[config.mk]
export PLATFORM = sky130hd
export DESIGN_NAME = palette_mapper_flat
export DESIGN_NICKNAME = d
export VERILOG_FILES = /design/src/rtl/palette_mapper_if.sv /design/src/rtl/palette_mapper.sv /design/src/flat_wrapper.sv
export SDC_FILE = /design/constraint.sdc
export NUM_CORES = 1
export LEC_CHECK = 0
export ABC_CLOCK_PERIOD_IN_PS = 20200
export BUFFER_PORTS_ARGS = -buffer_cell sky130_fd_sc_hd__buf_2
export CAP_MARGIN = 30
export CORE_MARGIN = 4
export CORE_UTILIZATION = 67
export DETAILED_ROUTE_END_ITERATION = 10
export PLACE_DENSITY = 0.87
export SYNTH_ARGS = -nofsm -noshare
export SYNTH_HDL_FRONTEND = slang
export SYNTH_SLANG_ARGS = --single-unit
[constraint.sdc]
create_clock -name clk -period 20.2 [get_ports clk]
set_clock_uncertainty 0.1 [all_clocks]
set_input_delay 2.02 -clock clk [delete_from_list [all_inputs] [get_ports clk]]
set_output_delay 2.02 -clock clk [all_outputs]
set_load 0.005 [all_outputs]
[src/rtl/palette_mapper_if.sv]
// Pixel lookup, palette write and colour output bundle for palette_mapper.
// Readback signals exist only when PALETTE_READBACK_EN is defined.
interface palette_mapper_if #(
    parameter int PAT_W = 2,
    parameter int IDX_W = 2,
    parameter int CW    = 8
);
    logic                   pix_valid;
    logic                   blank;
    logic                   vblank;
    logic [PAT_W-1:0]       pattern;
    logic [IDX_W-1:0]       color_idx;
    logic                   pal_wr_valid;
    logic                   pal_wr_ready;
    logic [PAT_W+IDX_W-1:0] pal_wr_addr;
    logic [3*CW-1:0]        pal_wr_data;
    logic                   out_valid;
    logic [CW-1:0]          VGA_R;
    logic [CW-1:0]          VGA_G;
    logic [CW-1:0]          VGA_B;
`ifdef PALETTE_READBACK_EN
    logic [PAT_W+IDX_W-1:0] rd_addr;
    logic [3*CW-1:0]        rd_data;
`endif

    modport master (
`ifdef PALETTE_READBACK_EN
        output rd_addr,
        input  rd_data,
`endif
        output pix_valid, blank, vblank, pattern, color_idx,
        output pal_wr_valid, pal_wr_addr, pal_wr_data,
        input  pal_wr_ready, out_valid, VGA_R, VGA_G, VGA_B
    );

    modport slave (
`ifdef PALETTE_READBACK_EN
        input  rd_addr,
        output rd_data,
`endif
        input  pix_valid, blank, vblank, pattern, color_idx,
        input  pal_wr_valid, pal_wr_addr, pal_wr_data,
        output pal_wr_ready, out_valid, VGA_R, VGA_G, VGA_B
    );
endinterface

[src/rtl/palette_mapper.sv]
// Two-stage palette lookup with vblank-deferred palette writes.
// Optional readback port enabled by defining PALETTE_READBACK_EN.
module palette_mapper #(
    parameter int PAT_W = 2,
    parameter int IDX_W = 2,
    parameter int CW    = 8
) (
    input logic              clk,
    input logic              rst,
    palette_mapper_if.slave  bus
);
    localparam int AW    = PAT_W + IDX_W;
    localparam int DEPTH = 1 << AW;
    localparam int DW    = 3 * CW;

    // Grey ramp: each channel is the colour index bit-replicated to CW bits.
    function automatic logic [DW-1:0] default_entry(input int unsigned a);
        logic [IDX_W-1:0] idx;
        logic [CW-1:0]    ch;
        idx = IDX_W'(a);
        ch  = '0;
        for (int b = 0; b < CW; b++) begin
            ch[CW-1-b] = idx[IDX_W-1-(b % IDX_W)];
        end
        return {ch, ch, ch};
    endfunction

    logic [DW-1:0] pal_q [DEPTH];

    logic          s1_valid_q, s1_valid_d;
    logic          s1_blank_q, s1_blank_d;
    logic [AW-1:0] s1_addr_q, s1_addr_d;

    logic          hold_valid_q, hold_valid_d;
    logic [AW-1:0] hold_addr_q, hold_addr_d;
    logic [DW-1:0] hold_data_q, hold_data_d;

    logic          out_valid_q, out_valid_d;
    logic [DW-1:0] rgb_q, rgb_d;

    logic          wr_fire;
    logic          commit;
    logic [DW-1:0] rd_word;

    assign wr_fire = bus.pal_wr_valid && !hold_valid_q;
    assign commit  = hold_valid_q && bus.vblank;

    // Write-first bypass when the committing entry is being looked up.
    assign rd_word = (commit && hold_addr_q == s1_addr_q)
                   ? hold_data_q : pal_q[s1_addr_q];

    always_comb begin
        s1_valid_d   = bus.pix_valid;
        s1_blank_d   = bus.blank;
        s1_addr_d    = {bus.pattern, bus.color_idx};
        hold_valid_d = hold_valid_q;
        hold_addr_d  = hold_addr_q;
        hold_data_d  = hold_data_q;
        out_valid_d  = s1_valid_q;
        rgb_d        = rgb_q;
        if (commit) begin
            hold_valid_d = 1'b0;
        end else if (wr_fire) begin
            hold_valid_d = 1'b1;
            hold_addr_d  = bus.pal_wr_addr;
            hold_data_d  = bus.pal_wr_data;
        end
        if (s1_valid_q) begin
            rgb_d = s1_blank_q ? '0 : rd_word;
        end
    end

    always_ff @(posedge clk or posedge rst) begin
        if (rst) begin
            s1_valid_q   <= 1'b0;
            s1_blank_q   <= 1'b0;
            s1_addr_q    <= '0;
            hold_valid_q <= 1'b0;
            hold_addr_q  <= '0;
            hold_data_q  <= '0;
            out_valid_q  <= 1'b0;
            rgb_q        <= '0;
        end else begin
            s1_valid_q   <= s1_valid_d;
            s1_blank_q   <= s1_blank_d;
            s1_addr_q    <= s1_addr_d;
            hold_valid_q <= hold_valid_d;
            hold_addr_q  <= hold_addr_d;
            hold_data_q  <= hold_data_d;
            out_valid_q  <= out_valid_d;
            rgb_q        <= rgb_d;
        end
    end

    always_ff @(posedge clk or posedge rst) begin
        if (rst) begin
            for (int i = 0; i < DEPTH; i++) begin
                pal_q[i] <= default_entry(i);
            end
        end else if (commit) begin
            pal_q[hold_addr_q] <= hold_data_q;
        end
    end

    assign bus.pal_wr_ready = !hold_valid_q;
    assign bus.out_valid    = out_valid_q;
    assign bus.VGA_R        = rgb_q[3*CW-1:2*CW];
    assign bus.VGA_G        = rgb_q[2*CW-1:CW];
    assign bus.VGA_B        = rgb_q[CW-1:0];

`ifdef PALETTE_READBACK_EN
    logic [DW-1:0] rd_data_q;

    always_ff @(posedge clk or posedge rst) begin
        if (rst) begin
            rd_data_q <= '0;
        end else begin
            rd_data_q <= pal_q[bus.rd_addr];
        end
    end

    assign bus.rd_data = rd_data_q;
`endif
endmodule

[src/flat_wrapper.sv]
// flat-port wrapper written by rule: the top's interface ports become plain ports
module palette_mapper_flat 
#(
    parameter int PAT_W = 2,
    parameter int IDX_W = 2,
    parameter int CW    = 8
)
  (clk, rst, bus_pix_valid, bus_blank, bus_vblank, bus_pattern, bus_color_idx, bus_pal_wr_valid, bus_pal_wr_addr, bus_pal_wr_data, bus_pal_wr_ready, bus_out_valid, bus_VGA_R, bus_VGA_G, bus_VGA_B);
  palette_mapper_if #(.PAT_W(PAT_W), .IDX_W(IDX_W), .CW(CW)) bus_i ();
  input logic clk;
  input logic rst;
  input wire logic [$bits(bus_i.pix_valid)-1:0] bus_pix_valid;
  input wire logic [$bits(bus_i.blank)-1:0] bus_blank;
  input wire logic [$bits(bus_i.vblank)-1:0] bus_vblank;
  input wire logic [$bits(bus_i.pattern)-1:0] bus_pattern;
  input wire logic [$bits(bus_i.color_idx)-1:0] bus_color_idx;
  input wire logic [$bits(bus_i.pal_wr_valid)-1:0] bus_pal_wr_valid;
  input wire logic [$bits(bus_i.pal_wr_addr)-1:0] bus_pal_wr_addr;
  input wire logic [$bits(bus_i.pal_wr_data)-1:0] bus_pal_wr_data;
  output wire logic [$bits(bus_i.pal_wr_ready)-1:0] bus_pal_wr_ready;
  output wire logic [$bits(bus_i.out_valid)-1:0] bus_out_valid;
  output wire logic [$bits(bus_i.VGA_R)-1:0] bus_VGA_R;
  output wire logic [$bits(bus_i.VGA_G)-1:0] bus_VGA_G;
  output wire logic [$bits(bus_i.VGA_B)-1:0] bus_VGA_B;
  assign bus_i.pix_valid = bus_pix_valid;
  assign bus_i.blank = bus_blank;
  assign bus_i.vblank = bus_vblank;
  assign bus_i.pattern = bus_pattern;
  assign bus_i.color_idx = bus_color_idx;
  assign bus_i.pal_wr_valid = bus_pal_wr_valid;
  assign bus_i.pal_wr_addr = bus_pal_wr_addr;
  assign bus_i.pal_wr_data = bus_pal_wr_data;
  assign bus_pal_wr_ready = bus_i.pal_wr_ready;
  assign bus_out_valid = bus_i.out_valid;
  assign bus_VGA_R = bus_i.VGA_R;
  assign bus_VGA_G = bus_i.VGA_G;
  assign bus_VGA_B = bus_i.VGA_B;
  palette_mapper #(.PAT_W(PAT_W), .IDX_W(IDX_W), .CW(CW)) u_core (.clk(clk), .rst(rst), .bus(bus_i));
endmodule
## Word-level counts from Yosys, hierarchy flattened

Index checks and enable logic that the tools add are counted.

- Muxes and demuxes: 10
- $lt $le $gt $ge: 3
- Reduce and logical (&&, ||, !) cells: 7
- Equality and inequality tests: 1
- Bitwise logic cells: 3

Operators by type and width:

| kind | count |
|---|---|
| 384-bit bitwise mux | 1 |
| 24-bit two-way mux | 5 |
| 24-bit binary-select mux with 4-bit select | 1 |
| 24-bit demux with 4-bit select | 1 |
| 5-bit >= comparator, second input constant | 2 |
| 4-bit inverter with 5-bit output | 2 |
| 5-bit by 1-bit < comparator with 1-bit output, second input constant | 1 |
| 4-bit equality test | 1 |
| 1-bit logical AND | 4 |
| 1-bit two-way mux | 2 |
| 2-bit AND reduction | 1 |
| 2-bit nonzero test | 1 |
| 1-bit logical NOT | 1 |
| 1-bit inverter | 1 |

- Output and inout bits: 26
- Input port bits: 38
- Bits in registers: 444

## Depth between registers and ports, before layout

Gate-level depths: netlist of run 1.

- Depth after elaboration: 6
- Mapped depth: 7
- Gate-level depth less buffers: 4

## Least setup slack after synthesis of run 1

Ideal clock, no wire load.

- Path kind: input-to-reg
- Start point: input bus_pal_wr_valid
- End point: register u_core.hold_addr_q[0]
- Arrival: 3214 ps
- Path slack: 16762 ps
- Cell stages on the path: 4
- Required time: 19975 ps
- Library setup time: 125 ps
- Cells stage by stage: nor2b_1 > buf_1 > clkbuf_1 > mux2_2

- Longest elaborated chain between the ends: 2

Ends and longest elaborated chain:

| what | RTL line | RTL |
|---|---|---|
| start: declaration | flat_wrapper.sv:17 | `input wire logic [$bits(bus_i.pal_wr_valid)-1:0] bus_pal_wr_valid;` |
| 1-bit logical AND | palette_mapper.sv:45 | `assign wr_fire = bus.pal_wr_valid && !hold_valid_q;` |
| 2-bit AND reduction (no line) | -- |  |
| end signal: assignment | palette_mapper.sv:88 | `hold_addr_q <= hold_addr_d;` |
| end: declaration | palette_mapper.sv:35 | `logic [AW-1:0] hold_addr_q, hold_addr_d;` |

No other way between the ends.
A chain may end at the register's enable or synchronous reset.

==> impl_metrics.yaml, run 1 <==
die:
  floorplan.rows: 62
  die_x_um: 180
  start_util_pct: 68.4
  top_level_ports: 64
  die_area_um2: 32300
  die_h_um: 180
  floorplan.core_area_um2: 28900
grt:
  overflow: 0
  largest_net_degree_at_the_start_of_global_routing: 178
  initial_antenna_violation_count: 0
  grt_pass1_vias: 12134
  grt_pass1_wl_um: 70400
  grt_usage_pct: 27.9
critical_path:
  cp.depth: 4
  rr_startpoint: "u_core.s1_addr_q[0]"
  timing.critical_path.buf_inv: 4
  timing.critical_path.to_type: "async pin"
  timing.setup.critical_path_class: "in -> async"
  crit_required_ns: 20.63
  timing.reg2reg.worst_path_depth: 6
  cp.arrival_ns: 4.49
  reg2reg_slack_ns: 16.52
  critical_path.max_fanout: 177
  cell_by_cell_listing_of_the_critical_path: "buf_2, inv_8, buf_12, buf_4"
  cp_slowest_stage_delay_ns: 0.85
  critical_path.endpoint: "u_core.pal_q[226]"
  critPathTopFamily: "buffers and inverters"
  cpMaxStageDelayCell: "sky130_fd_sc_hd__buf_4"
  critical_path.startpoint: "rst"
  worst_setup_path_start_kind: "input port"
  regToRegEndpoint: "u_core.rgb_q[9]"
synth:
  synth_flop_cell: "sky130_fd_sc_hd__dfrtp_1"
  synth_top_cell_by_area: "sky130_fd_sc_hd__dfrtp_1"
  synth_top_area_share_pct: 32.0
  number_of_flops_mapped_to_enable_cells_by_yosys: 0
  netlist_instances: 1219
  fraction_of_the_yosys_area_taken_by_sequential_cells_pct: 57.5
  yosys_register_bits: 444
  ys_types: 26
  syn_avg_cell_area_um2: 16.2
  synthesis.nets: 1257
  synth-warning-count: 0
  mappedNetlistArea_um2: 19700
  synthTopCellsByArea: "sky130_fd_sc_hd__dfrtp_1 32%, sky130_fd_sc_hd__dfstp_2 26%, sky130_fd_sc_hd__mux2_2 24%"
  async_flop_share_pct: 100
timing:
  max_slew.worst_pin.slew_ns: 1.02
  max_slew_margin_pct: 31.5
  layout_min_cycle_time_ns: 4.07
  fmaxAchievable_mhz: 246
  period_share_pct: 20.1
  grt_setup_unrepaired: "no"
  report.final.setup_viol: 0
  final.setup.tns_ns: 0
  total_count_of_max_transition_violations_in_the_final_report: 0
  hold_ws_ns: 0.402
  hold_viol_final: 0
  finalWorstSetupSlack_ns: 16.13
detailed_routing:
  drt_first_pass_iters: 6
  routed_via_density: 6.60
  violation_count_after_the_first_detailed_route_iteration: 951
  postRouteAntennaNets: 0
  vias: 11034
  detailed_route_drc_error_count: 0
  routed_wire_length_per_instance_um: 27.1
  drt-total-wl_um: 45300
run:
  max_cap_viol_count: 0
final_layout:
  final-instance-count-excl-fill: 1673
  mostFrequentLayoutCell: "sky130_fd_sc_hd__mux2_2"
  final_net_count: 1291
  layout.cells.most_common_list: "412 x sky130_fd_sc_hd__mux2_2, 250 x sky130_fd_sc_hd__dfrtp_1, 192 x sky130_fd_sc_hd__dfstp_2, 96 x sky130_fd_sc_hd__mux4_2, 63 x sky130_fd_sc_hd__buf_2"
  share_of_post_route_cells_with_drive_strength_above_1_pct: 68.4
  antenna_cells: 0
  post-route-util_pct: 76.6
  syn_to_final_growth_pct: 12.0
  final_area_um2: 22100
placement:
  place.detailed.hpwl_um: 24500
  gp_congestion: 0.724
  dp_cells: 1587
  detailed_place.area_um2: 20500
  dp_worst_setup_slack_ns: 15.52
  port_buffers: 63
cts:
  cts_tree: "built"
  clock_insertion_delay_worst_skew_ns: 0.55
  htree_levels: 2
  num_cts_buffers: 45
  cts.reportedPaths.clkPinSlew_ns: 0.06
  post_cts.repair.setup_buffers: 0
  cts_sinks: 444
  cts_hold_buffers: 0
  root_buffer: "sky130_fd_sc_hd__clkbuf_16"
  cts_resized: 0
  clock_path_buffers: 3
power_and_ir_drop:
  power.density_nw_per_um2: 143
  fin_total_pwr_mw: 3.15
  total_leakage_power_nw: 9.45
  vdd_drop_max_mv: 0.107
outcome:
  outcome: "completed"
min_path:
  timing.hold.worst.class: "reg -> reg"
[layout make-up]
class / count / area [µm²]
clock buffer: 73 / 1380
clock inverter: 10 / 135
fill: 1636 / 6750
inverter: 2 / 15.0
multi-input combinational: 668 / 8000
sequential: 444 / 11400
tap: 384 / 480
timing repair buffer: 92 / 732
[sequential cells by signal, summed over array words and instances (netlist names)]
signal,cells
u_core.pal_q,384
u_core.bus.out_valid,1
u_core.s1_blank_q,1
u_core.out_valid_d,1
u_core.hold_addr_q,4
u_core.s1_addr_q,4
u_core.hold_valid_q,1
u_core.rgb_q,24
u_core.hold_data_q,24
[report_power, final]
| part | leakage, nW | switching [mW] | total [mW] | internal (mW) |
|---|---|---|---|---|
| clock | 0.743 | 0.341 | 0.848 | 0.507 |
| combinational | 3.48 | 0.225 | 0.678 | 0.452 |
| sequential | 5.22 | 0.249 | 1.63 | 1.38 |
| total | 9.45 | 0.816 | 3.15 | 2.34 |
[worst min-delay path by stage]
stage	cells past startpoint	endpoint	start	slack, ns
floorplan	0	u_core.bus.out_valid	u_core.out_valid_d	0.37
global placement	1	u_core.pal_q[170]	u_core.pal_q[170]	0.38
detailed placement	1	u_core.pal_q[180]	u_core.pal_q[180]	0.39
CTS	1	u_core.pal_q[257]	u_core.pal_q[257]	0.40
global route	1	u_core.pal_q[87]	u_core.pal_q[87]	0.42
finish	1	u_core.pal_q[169]	u_core.pal_q[169]	0.40
[layer usage]
| layer | up-vias | part of all wire (%) | track usage (%) |
|---|---|---|---|
| met3 | 125 | 6.0 | 5.94 |
| met2 | 368 | 51 | 46.8 |
| li1 | 4628 | - | - |
| met1 | 5913 | 40 | 36.8 |
| met5 | - | 0 | 0 |
| met4 | 0 | 3.2 | 10.1 |
[synth_stat cells (2+ instances only)]
| library cell | n |
|---|---|
| sky130_fd_sc_hd__nor2_1 | 12 |
| sky130_fd_sc_hd__nor4_2 | 2 |
| sky130_fd_sc_hd__mux4_2 | 96 |
| sky130_fd_sc_hd__mux2_2 | 412 |
| sky130_fd_sc_hd__buf_1 | 2 |
| sky130_fd_sc_hd__dfrtp_1 | 252 |
| sky130_fd_sc_hd__buf_6 | 5 |
| sky130_fd_sc_hd__dfstp_2 | 192 |
| sky130_fd_sc_hd__xnor2_1 | 3 |
| sky130_fd_sc_hd__inv_1 | 2 |
| sky130_fd_sc_hd__clkbuf_1 | 49 |
| sky130_fd_sc_hd__buf_2 | 49 |
| sky130_fd_sc_hd__nor2b_1 | 27 |
| sky130_fd_sc_hd__a22oi_1 | 48 |
| sky130_fd_sc_hd__nand2b_1 | 7 |
| sky130_fd_sc_hd__a221o_1 | 24 |
| sky130_fd_sc_hd__nand4b_1 | 2 |
| sky130_fd_sc_hd__nand2_1 | 27 |
[cells by family after synthesis]
family                 count (synthesis)  share of synthesized area, %
buffers and inverters                107                          2.54
XOR/XNOR                               4                         0.178
AND/OR/NAND/NOR                       82                          2.19
AO/OA/AOI/OAI                         74                          3.13
flip-flops                           444                          57.5
multiplexers                         508                          34.5
(Power assumes the default switching activity.)
==> inputs of run 2 (changes only) <==
--- a/config.mk
+++ b/config.mk
@@ -5,13 +5,13 @@
 export SDC_FILE = /design/constraint.sdc
 export NUM_CORES = 1
 export LEC_CHECK = 0
-export ABC_CLOCK_PERIOD_IN_PS = 20200
+export ABC_CLOCK_PERIOD_IN_PS = 3700
 export BUFFER_PORTS_ARGS = -buffer_cell sky130_fd_sc_hd__buf_2
 export CAP_MARGIN = 30
 export CORE_MARGIN = 4
-export CORE_UTILIZATION = 67
+export CORE_UTILIZATION = 56
 export DETAILED_ROUTE_END_ITERATION = 10
-export PLACE_DENSITY = 0.87
+export PLACE_DENSITY = 0.78
 export SYNTH_ARGS = -nofsm -noshare
 export SYNTH_HDL_FRONTEND = slang
 export SYNTH_SLANG_ARGS = --single-unit
==> constraint.sdc (replaced) <==
create_clock -name clk -period 3.7 [get_ports clk]
set_clock_uncertainty 0.1 [all_clocks]
set_input_delay 0.37 -clock clk [delete_from_list [all_inputs] [get_ports clk]]
set_output_delay 0.37 -clock clk [all_outputs]
set_load 0.005 [all_outputs]
==> impl_metrics.yaml, run 2 (same netlist as run 1, synthesis figures left out) <==
outcome:
  outcome: "completed"
cts:
  cts_sinks: 444
  num_cts_buffers: 47
  htree_levels: 2
  cts_resized: 0
  clock_insertion_delay_worst_skew_ns: 0.57
  cts_tree: "built"
  clock_path_buffers: 3
  cts.reportedPaths.clkPinSlew_ns: 0.06
  root_buffer: "sky130_fd_sc_hd__clkbuf_16"
detailed_routing:
  drt_first_pass_iters: 5
  detailed_route_drc_error_count: 0
  violation_count_after_the_first_detailed_route_iteration: 591
  drt-total-wl_um: 45500
  vias: 11094
  routed_wire_length_per_instance_um: 25.4
  routed_via_density: 6.20
  postRouteAntennaNets: 0
timing:
  layout_min_cycle_time_ns: 2.60
  fmaxAchievable_mhz: 385
  max_slew_margin_pct: 30.7
  grt_setup_unrepaired: "no"
  hold_viol_final: 0
  total_count_of_max_transition_violations_in_the_final_report: 0
  period_share_pct: 70.2
  report.final.setup_viol: 0
  max_slew.worst_pin.slew_ns: 1.04
critical_path:
  timing.setup.critical_path_class: "reg -> reg"
  rr_startpoint: "u_core.hold_addr_q[1]"
  crit_required_ns: 4.04
  critPathTopFamily: "simple AND/OR/NAND/NOR gates"
  cpMaxStageDelayCell: "sky130_fd_sc_hd__nor2_4"
  regToRegEndpoint: "u_core.pal_q[251]"
  timing.reg2reg.worst_path_depth: 4
  timing.critical_path.to_type: "flip-flop"
  worst_setup_path_start_kind: "flip-flop"
  cp.arrival_ns: 2.94
  reg2reg_slack_ns: 1.10
  critical_path.max_fanout: 15
  cell_by_cell_listing_of_the_critical_path: "nand4b_1, nor2_4, buf_4, mux2_2"
  cp_slowest_stage_delay_ns: 0.53
  timing.critical_path.buf_inv: 1
placement:
  gp_congestion: 0.740
  place.detailed.hpwl_um: 24900
  port_buffers: 63
  dp_cells: 1665
grt:
  initial_antenna_violation_count: 0
  overflow: 0
  largest_net_degree_at_the_start_of_global_routing: 97
  grt_pass1_wl_um: 72100
  grt_pass1_vias: 12059
  grt_usage_pct: 24.3
power_and_ir_drop:
  vdd_drop_max_mv: 0.428
  total_leakage_power_nw: 9.63
  fin_total_pwr_mw: 17.3
  power.density_nw_per_um2: 765
run:
  max_cap_viol_count: 0
final_layout:
  top_register: "u_core.pal_q"
  mostFrequentLayoutCell: "sky130_fd_sc_hd__mux2_2"
  final_net_count: 1333
  syn_to_final_growth_pct: 14.5
  n_fill_cell: 2409
  antenna_cells: 0
  layout.cells.most_common_list: "412 x sky130_fd_sc_hd__mux2_2, 250 x sky130_fd_sc_hd__dfrtp_1, 192 x sky130_fd_sc_hd__dfstp_2, 96 x sky130_fd_sc_hd__mux4_2, 63 x sky130_fd_sc_hd__buf_2"
  largest_registers: "u_core.pal_q (384), u_core.hold_data_q (24), u_core.rgb_q (24)"
  largest_register_ffs: 384
  share_of_post_route_cells_with_drive_strength_above_1_pct: 66.8
  final-instance-count-excl-fill: 1788
min_path:
  hold_end: "u_core.hold_valid_q"
  timing.hold.worst.class: "in -> reg"
  min-delay-start: "bus_pal_wr_valid"
  worstHoldPathCells: 3
die:
  die_area_um2: 38300
  top_level_ports: 64
  floorplan.rows: 68
  start_util_pct: 57.0
  die_h_um: 196
  floorplan.core_area_um2: 34600
  die_x_um: 196
## run 2: changes by cell type in the layout (fill, tap and decap cells not counted), sizes merged
cell	change
dlygate4sd3	+36
buf	+4
clkbuf	+3
clkinv	+2
inv	-2
clkinvlp	+1
## run 2: stage by stage
| step | util, % | setup TNS (ns) | worst slack, ns | hold WS (ns) | area [µm²] |
|---|---|---|---|---|---|
| after floorplan | - | -850.40 | -2.61 | 0.301 | 19700 |
| after global placement | 59.6 | 0 | 1.21 | 0.380 | 20700 |
| final | 65.3 | 0 | 1.10 | 0.306 | 22600 |
| after detailed placement | 59.6 | 0 | 1.16 | 0.380 | 20700 |
| after CTS | 65.3 | 0 | 1.14 | 0.288 | 22600 |
| after global routing | 65.3 | 0 | 1.04 | 0.315 | 22600 |
## run 2: cell type report
class                   instances  area, µm²  share of cell area, %
flip-flops and latches        444      11400                   50.3
multi-input cells             668       8000                   35.4
clock buffers                  76       1450                   6.41
repair buffers                132       1070                   4.75
well taps                     455        569                   2.52
clock inverters                11        133                  0.587
inverters                       2       11.3                 0.0498
## run 2: worst max-delay path by stage
| stage | depth (start not counted) | slack (ns) | end | startpoint |
|---|---|---|---|---|
| finish | 4 | 1.10 | u_core.pal_q[251] | u_core.hold_addr_q[1] |
| global route | 4 | 1.04 | u_core.pal_q[276] | u_core.hold_valid_q |
| detailed placement | 5 | 1.16 | u_core.rgb_q[17] | u_core.s1_addr_q[3] |
| floorplan | 1 | -2.61 | u_core.bus.out_valid | rst |
| global placement | 4 | 1.21 | u_core.pal_q[245] | u_core.hold_addr_q[1] |
| CTS | 5 | 1.14 | u_core.rgb_q[17] | u_core.s1_addr_q[3] |
## run 2: worst min-delay path: cells and delay by family
| kind | cells | cell delay [ns] |
|---|---|---|
| AND/OR/NAND/NOR | 1 | 0.23 |
| AO/OA/AOI/OAI | 1 | 0.19 |
| buffers and inverters | 1 | 0.14 |
## run 2: routing by layer
layer  GRT usage [%]  vias up  wire, µm
met1            33.8     6039     19500
met3            5.10       79      2550
met2            39.5      281     22300
met5               0        -         0
li1                -     4695         -
met4            6.46        0      1130
## run 2: timing repair
action	4_1_cts	5_1_grt
hold buffers	36	0
buffers inserted	0	0
hold endpoints to repair	51	0
## run 2: report_power, final
part,switching [mW],internal (mW),total [mW]
combinational,1.20,2.49,3.69
clock,1.89,2.88,4.77
sequential,1.31,7.52,8.83
